**config.mk**
```make
export PLATFORM = sky130hd
export DESIGN_NAME = fetch_buffer
export DESIGN_NICKNAME = d
export VERILOG_FILES = /design/src/rtl/fetch_buffer.sv
export SDC_FILE = /design/constraint.sdc
export NUM_CORES = 1
export LEC_CHECK = 0
export ABC_AREA = 1
export CAP_MARGIN = 10
export CORE_MARGIN = 2
export CORE_UTILIZATION = 47
export CTS_BUF_LIST = sky130_fd_sc_hd__clkbuf_8
export CTS_CLUSTER_DIAMETER = 80
export DETAILED_ROUTE_END_ITERATION = 6
export MAX_ROUTING_LAYER = met4
export PLACE_DENSITY = 0.68
export SYNTH_ARGS = -nofsm -noshare
export SYNTH_HDL_FRONTEND = slang
export SYNTH_SLANG_ARGS = --single-unit
```
**constraint.sdc**
```tcl
create_clock -name clk_i -period 4.14 [get_ports clk_i]
set_input_delay 0.414 -clock clk_i [delete_from_list [all_inputs] [get_ports clk_i]]
set_output_delay 0.414 -clock clk_i [all_outputs]
set_load 0.01 [all_outputs]
```
**src/rtl/fetch_buffer.sv**
```systemverilog
// Circular FIFO between instruction fetch and decode. Empty slots present a NOP.
// Optional same-cycle bypass when the buffer is empty: define FETCH_BUFFER_BYPASS_EN.
module fetch_buffer #(
    parameter int unsigned BUFFER_DEPTH = 8
) (
    input  logic        clk_i,
    input  logic        rst_i,
    input  logic        flush_i,
    input  logic        fetch_valid_i,
    input  logic [31:0] fetch_instr_i,
    input  logic [31:0] fetch_address_i,
    input  logic        fetch_compressed_i,
    input  logic        fetch_exception_i,
    output logic        fetch_ready_o,
    input  logic        read_i,
    output logic        valid_o,
    output logic [31:0] instr_o,
    output logic [31:0] instr_address_o,
    output logic        compressed_o,
    output logic        exception_o,
    output logic        full_o,
    output logic        empty_o
);

    localparam int unsigned PtrW = $clog2(BUFFER_DEPTH);
    localparam int unsigned CntW = PtrW + 1;
    localparam logic [31:0] Nop  = 32'h0000_0013;

    logic [PtrW-1:0] wr_ptr_q, wr_ptr_d;
    logic [PtrW-1:0] rd_ptr_q, rd_ptr_d;
    logic [CntW-1:0] count_q, count_d;
    logic            full_q, empty_q;

    logic [31:0] instr_mem [BUFFER_DEPTH];
    logic [31:0] addr_mem  [BUFFER_DEPTH];
    logic        comp_mem  [BUFFER_DEPTH];
    logic        exc_mem   [BUFFER_DEPTH];

    logic push, pop, bypass;

`ifdef FETCH_BUFFER_BYPASS_EN
    assign bypass = empty_q & fetch_valid_i & ~flush_i;
`else
    assign bypass = 1'b0;
`endif

    assign fetch_ready_o = ~full_q;
    // A bypassed entry consumed in the same cycle never enters storage.
    assign push = fetch_valid_i & ~full_q & ~flush_i & ~(bypass & read_i);
    assign pop  = read_i & ~empty_q & ~flush_i;

    always_comb begin
        wr_ptr_d = wr_ptr_q;
        rd_ptr_d = rd_ptr_q;
        count_d  = count_q;
        if (flush_i) begin
            wr_ptr_d = '0;
            rd_ptr_d = '0;
            count_d  = '0;
        end else begin
            if (push) wr_ptr_d = wr_ptr_q + PtrW'(1);
            if (pop)  rd_ptr_d = rd_ptr_q + PtrW'(1);
            unique case ({push, pop})
                2'b10:   count_d = count_q + CntW'(1);
                2'b01:   count_d = count_q - CntW'(1);
                default: count_d = count_q;
            endcase
        end
    end

    always_ff @(posedge clk_i) begin
        if (rst_i) begin
            wr_ptr_q <= '0;
            rd_ptr_q <= '0;
            count_q  <= '0;
            full_q   <= 1'b0;
            empty_q  <= 1'b1;
        end else begin
            wr_ptr_q <= wr_ptr_d;
            rd_ptr_q <= rd_ptr_d;
            count_q  <= count_d;
            full_q   <= (count_d == CntW'(BUFFER_DEPTH));
            empty_q  <= (count_d == '0);
        end
    end

    // Storage is not reset; the pointers alone define what is live.
    always_ff @(posedge clk_i) begin
        if (!rst_i && push) begin
            instr_mem[wr_ptr_q] <= fetch_instr_i;
            addr_mem[wr_ptr_q]  <= fetch_address_i;
            comp_mem[wr_ptr_q]  <= fetch_compressed_i;
            exc_mem[wr_ptr_q]   <= fetch_exception_i;
        end
    end

    always_comb begin
        valid_o         = ~empty_q | bypass;
        instr_o         = Nop;
        instr_address_o = '0;
        compressed_o    = 1'b0;
        exception_o     = 1'b0;
        if (!empty_q) begin
            instr_o         = instr_mem[rd_ptr_q];
            instr_address_o = addr_mem[rd_ptr_q];
            compressed_o    = comp_mem[rd_ptr_q];
            exception_o     = exc_mem[rd_ptr_q];
        end else if (bypass) begin
            instr_o         = fetch_instr_i;
            instr_address_o = fetch_address_i;
            compressed_o    = fetch_compressed_i;
            exception_o     = fetch_exception_i;
        end
    end

    assign full_o  = full_q;
    assign empty_o = empty_q;

endmodule

```
==> flow_metrics.py, run 1 <==
metrics = {
    "synth": {
        "synth_cell_types": 21,
        "synthesis.nets": 1689,
        "synth_seq_cells": 543,
        "ys_warn_count": 0,
        "synth.avg_cell_area_um2": 13.1,
        "netlist_area_mm2": 0.0211,
        "synth.yosys.seq_area_share": 0.765,
        "synth_cells": 1613,
    },
    "route": {
        "drt_iter0_drc": 1294,
        "vias": 13500,
        "first_pass_iters": 6,
        "wl_per_cell_um": 20.4,
        "remaining_drc_errors": 0,
        "viasPerCell": 5.60,
        "ant_nets": 0,
        "wl_um": 49200,
    },
    "clocking": {
        "numCtsBuffers": 87,
        "cts.sinks": 543,
        "clock_latency_ps": 630,
        "tritoncts": "done",
        "cts_resized": 0,
        "clk_pin_slew_worst_paths_ps": 60,
        "ctsHtreeMaxLevel": 3,
        "clock_path_buffers": 3,
        "cts-root-buf": "clkbuf_8",
        "cts_setup_buffers": 0,
        "hold_buffers": 0,
    },
    "final_layout": {
        "layout-drive-gt1-share": 0.0774,
        "fin_cells": 2414,
        "final_core_util": 0.557,
        "layout_common_cells": "528 x edfxtp_1, 395 x nor2_1, 256 x o21ai_0",
        "regArea_mm2": 0.0162,
        "design_area_mm2": 0.0247,
        "nets": 1836,
        "fillers": 3569,
        "layout.cells.most_common": "edfxtp_1",
        "areaGrowthSynthToFinish_pct": 16.9,
        "multiInputGateArea_mm2": 0.00441,
    },
    "floorplan": {
        "ioPinCount": 141,
        "rows": 77,
        "start_util": 0.477,
        "dieArea_mm2": 0.0467,
        "fp.coreArea_mm2": 0.0443,
        "fp.dieH_um": 216,
        "die_w_um": 216,
    },
    "power_and_ir_drop": {
        "clkPwrFrac": 0.384,
        "intPower_mw": 8.49,
        "power_density_mw_per_mm2": 440,
        "ir_worst_vdd_mv": 0.212,
        "p_sw_frac": 0.219,
        "p_leak_nw": 8.24,
        "p_seq_frac": 0.559,
        "combPwrFrac": 0.057,
        "p_sw_mw": 2.38,
    },
    "flow_run": {
        "max-cap-violations": 0,
    },
    "placement": {
        "io_buffers": 140,
        "pre_cts_ws_ps": 958,
        "place_area_mm2": 0.0231,
        "dp_cells": 2263,
        "gp_congestion": 0.757,
        "place_hpwl_um": 24900,
    },
    "timing": {
        "layout_min_cycle_time_ps": 3830,
        "fin_skew_ps": 17.1,
        "slew_viol_final": 0,
        "rsz0062_at_grt": "no",
        "final-hold-violation-count": 0,
        "tns_ps": 0,
        "tightest_slew_ps": 1060,
        "fmax_mhz": 261,
        "setup_viol": 0,
        "fin_crit_sh": 0.925,
        "layout_setup_ws_ps": 311,
        "slew_headroom": 0.293,
    },
    "setup_path": {
        "crit_path_end_kind": "output port",
        "cp.arrival_ps": 3420,
        "crit_required_ps": 3730,
        "r2r_end": "empty_o$_SDFF_PP1_",
        "cp_max_fo": 48,
        "reg2regPathDepth": 15,
        "regToRegSetupSlack_ps": 1400,
        "path_class": "flop to output port",
        "crit_path_end": "instr_o[22]",
        "start_kind": "flop",
        "r2r-start": "empty_o$_SDFF_PP1_",
    },
    "global_route": {
        "grt_pass1_vias": 13600,
        "met1_usage": 0.293,
        "grt_use_met2": 0.337,
        "met3_usage": 0.0424,
        "grt_overflow": 0,
        "busiest_layer": "met2",
        "grt.total_usage": 0.217,
        "grt_max_degree": 162,
        "antenna_found_initial": 1,
        "grt_pass1_wl_um": 76300,
    },
    "status": {
        "status": "completed",
    },
    "worst_hold_path": {
        "min_path_type": "input pin to flop",
        "holdCritStartpoint": "rst_i",
    },
}
## worst max-delay path: stages (launching register included)
cell and delay (ps):
dfxtp_4 630, clkinv_2 670, buf_12 440, o21ai_0 140
o22ai_1 100, o21ai_1 120, nor2_1 120, clkdlybuf4s50_1 510
## power by group through the flow
| stage | sequential, mW | clock [mW] | combinational (mW) |
|---|---|---|---|
| after CTS | 6.08 | 4.27 | 0.620 |
| after global placement | 6.19 | 0 | 0.609 |
| after floorplan | 6.19 | 0 | 0.273 |
| after detailed placement | 6.19 | 0 | 0.617 |
| after global routing | 6.08 | 4.49 | 0.675 |
| final | 6.08 | 4.18 | 0.616 |
## registers in the layout, summed over array words and instances (netlist names), named ones only
signal / flops
comp_mem: 8
addr_mem: 256
instr_mem: 256
empty_o: 1
count_q: 4
wr_ptr_q: 3
full_o: 1
rd_ptr_q: 3
exc_mem: 8
## how the worst min path moves through the flow
stage,to,slack (ps),cells past startpoint
5_1_grt,count_q[0]$_SDFF_PP0_,430,2
6_report,count_q[0]$_SDFF_PP0_,430,2
4_1_cts,count_q[0]$_SDFF_PP0_,390,2
2_1_floorplan,flop,470,2
3_3_place_gp,flop,480,2
3_5_place_dp,wr_ptr_q[0]$_SDFFE_PP0N_,490,2
## area by class of cell
cell class,instances,area share
sequential,543,0.654
multi-input combinational,943,0.179
timing repair buffer,165,0.0704
clock buffer,89,0.0496
tap,592,0.0300
clock inverter,61,0.0138
inverter,20,0.00329
antenna,1,0.000101
## routing by layer
metal / vias up / routed length (um) / share of wire
met1: 6747 / 21500 / 0.44
met5: - / 0 / 0
met3: 61 / 3670 / 0.075
met2: 488 / 23300 / 0.47
met4: 0 / 765 / 0.016
li1: 6231 / - / -
## through the flow
stage	hold slack, ps	total power [mW]
floorplan	466	6.46
global placement	478	6.80
detailed placement	491	6.81
CTS	390	11.0
global route	430	11.2
finish	433	10.9
## synthesized netlist by cell type (all sizes together)
cell	count	share of area
nor2	403	0.072
buf	56	0.016
edfxtp	528	0.75
nand3	24	0.0057
o21ai	322	0.076
xor2	1	0.00041
clkbuf	51	0.010
o22ai	126	0.037
nor3	1	0.00024
ha	5	0.0030
and3	1	0.00030
nand2	51	0.0091
inv	20	0.0036
a21oi	9	0.0021
dfxtp	15	0.014
## cell families (layout without fill, tap and decap cells)
group | Yosys count | in the layout | synth area share
flip-flops | 543 | 543 | 0.765
adder cells (fa/ha/maj) | 5 | 5 | 0.00296
buffers and inverters | 127 | 335 | 0.0295
other | 0 | 1 | 0
XOR/XNOR | 1 | 1 | 0.000415
AND/OR/NAND/NOR | 480 | 480 | 0.0869
AO/OA/AOI/OAI | 457 | 457 | 0.116
Note: power is estimated with default switching activity, not from simulation.
==> run 2, diff against run 1 <==
==> constraint.sdc (replaced) <==
create_clock -name clk_i -period 3.3 [get_ports clk_i]
set_input_delay 0.33 -clock clk_i [delete_from_list [all_inputs] [get_ports clk_i]]
set_output_delay 0.33 -clock clk_i [all_outputs]
set_load 0.01 [all_outputs]
==> flow_metrics.py, run 2 (synthesis results as in run 1) <==
metrics = {
    "status": {
        "status": "completed",
    },
    "global_route": {
        "grt.total_usage": 0.215,
        "grt_pass1_vias": 13500,
        "met1_usage": 0.283,
        "grt_pass1_wl_um": 75500,
        "antenna_found_initial": 2,
        "grt_use_met2": 0.338,
        "grt_max_degree": 101,
        "grt_overflow": 0,
        "met3_usage": 0.0440,
        "busiest_layer": "met2",
    },
    "timing": {
        "fmax_mhz": 313,
        "layout_min_cycle_time_ps": 3190,
        "slew_headroom": 0.346,
        "slew_viol_final": 0,
        "fin_crit_sh": 0.968,
        "final-hold-violation-count": 0,
        "setup_viol": 0,
        "tns_ps": 0,
        "tightest_slew_ps": 981,
        "fin_skew_ps": 24.6,
        "layout_setup_ws_ps": 105,
        "rsz0062_at_grt": "no",
    },
    "route": {
        "first_pass_iters": 7,
        "ant_nets": 0,
        "wl_per_cell_um": 20.2,
        "vias": 13600,
        "wl_um": 49200,
        "drt_iter0_drc": 1189,
        "viasPerCell": 5.57,
        "remaining_drc_errors": 0,
    },
    "setup_path": {
        "start_kind": "flop",
        "cp_max_fo": 54,
        "crit_required_ps": 2970,
        "crit_path_end_kind": "output port",
        "path_cells": "inv_16, buf_16, o21ai_0, o22ai_1, o21ai_1, nor2_1, clkdlybuf4s50_1",
        "path_class": "flop to output port",
        "cp.arrival_ps": 2860,
        "cpMaxStageDelayCell": "clkdlybuf4s50_1",
        "cpPeakStageDelay_ps": 610,
    },
    "clocking": {
        "clk_pin_slew_worst_paths_ps": 60,
        "ctsHtreeMaxLevel": 3,
        "clock_path_buffers": 3,
        "cts-root-buf": "clkbuf_8",
        "tritoncts": "done",
        "clock_latency_ps": 640,
        "numCtsBuffers": 88,
        "cts.sinks": 543,
    },
    "placement": {
        "gp_congestion": 0.744,
        "pre_cts_ws_ps": 531,
        "io_buffers": 140,
        "place_hpwl_um": 24500,
    },
    "flow_run": {
        "max-cap-violations": 0,
    },
    "power_and_ir_drop": {
        "p_leak_nw": 8.32,
        "finalPower_mw": 13.6,
        "ir_worst_vdd_mv": 0.266,
        "power_density_mw_per_mm2": 544,
    },
    "final_layout": {
        "layout-drive-gt1-share": 0.0896,
        "largestRegisters": "addr_mem: 256 flops, instr_mem: 256 flops",
        "final_core_util": 0.563,
        "layout_common_cells": "528 x edfxtp_1, 392 x nor2_1, 256 x o21ai_0",
        "layout.cells.most_common": "edfxtp_1",
        "areaGrowthSynthToFinish_pct": 18.1,
        "nets": 1853,
    },
    "floorplan": {
        "die_w_um": 216,
        "fp.coreArea_mm2": 0.0443,
        "dieArea_mm2": 0.0467,
        "rows": 77,
        "fp.dieH_um": 216,
        "start_util": 0.477,
        "ioPinCount": 141,
    },
    "worst_hold_path": {
        "min_path_type": "input pin to flop",
    },
}
[run 2: worst paths after layout]
kind,start,to,slack (ps),depth (start not counted)
max,flop,instr_address_o[5],110,7
min,rst_i,count_q[0]$_SDFF_PP0_,320,2
max reg2reg,empty_o$_SDFF_PP1_,empty_o$_SDFF_PP1_,1030,15
min reg2reg,rd_ptr_q[0]$_SDFFE_PP0N_,rd_ptr_q[0]$_SDFFE_PP0N_,500,2
[run 2: metal layers]
layer / wire (um) / up-vias
li1: - / 6278
met1: 21200 / 6714
met4: 876 / 0
met2: 23700 / 495
met5: 0 / -
met3: 3520 / 72
[run 2: repair_timing]
action,in CTS,in global routing
hold buffers,0,0
setup endpoints to repair,21,15
buffers inserted,1,4
gates resized for setup,4,9
cloned,1,1
[run 2: area by class of cell]
class,count,area [um2]
Tap cell,592,741
Multi-Input combinational cell,943,4420
Antenna cell,2,5.00
Clock inverter,66,315
Inverter,20,92.6
Sequential cell,543,16200
Clock buffer,89,1220
Timing Repair Buffer,181,2000
Fill cell,3593,19400
[run 2: worst max-delay path, delay by kind of cell (launching register included)]
kind	cells	cell delay (ps)
flip-flops	1	430
buffers and inverters	3	1070
AO/OA/AOI/OAI	3	390
AND/OR/NAND/NOR	1	280
[run 2: through the flow]
step	area (um2)	hold WS, ps	instances
2_1_floorplan	21100	402	1613
3_3_place_gp	23300	483	2272
3_5_place_dp	23300	488	2272
4_1_cts	24900	280	2429
5_1_grt	25000	312	2436
6_report	25000	324	2436
[run 2: power breakdown]
part | internal [mW] | switching (mW) | total [mW]
clock network | 2.59 | 2.56 | 5.15
logic | 0.328 | 0.464 | 0.792
registers | 7.61 | 0.0156 | 7.62
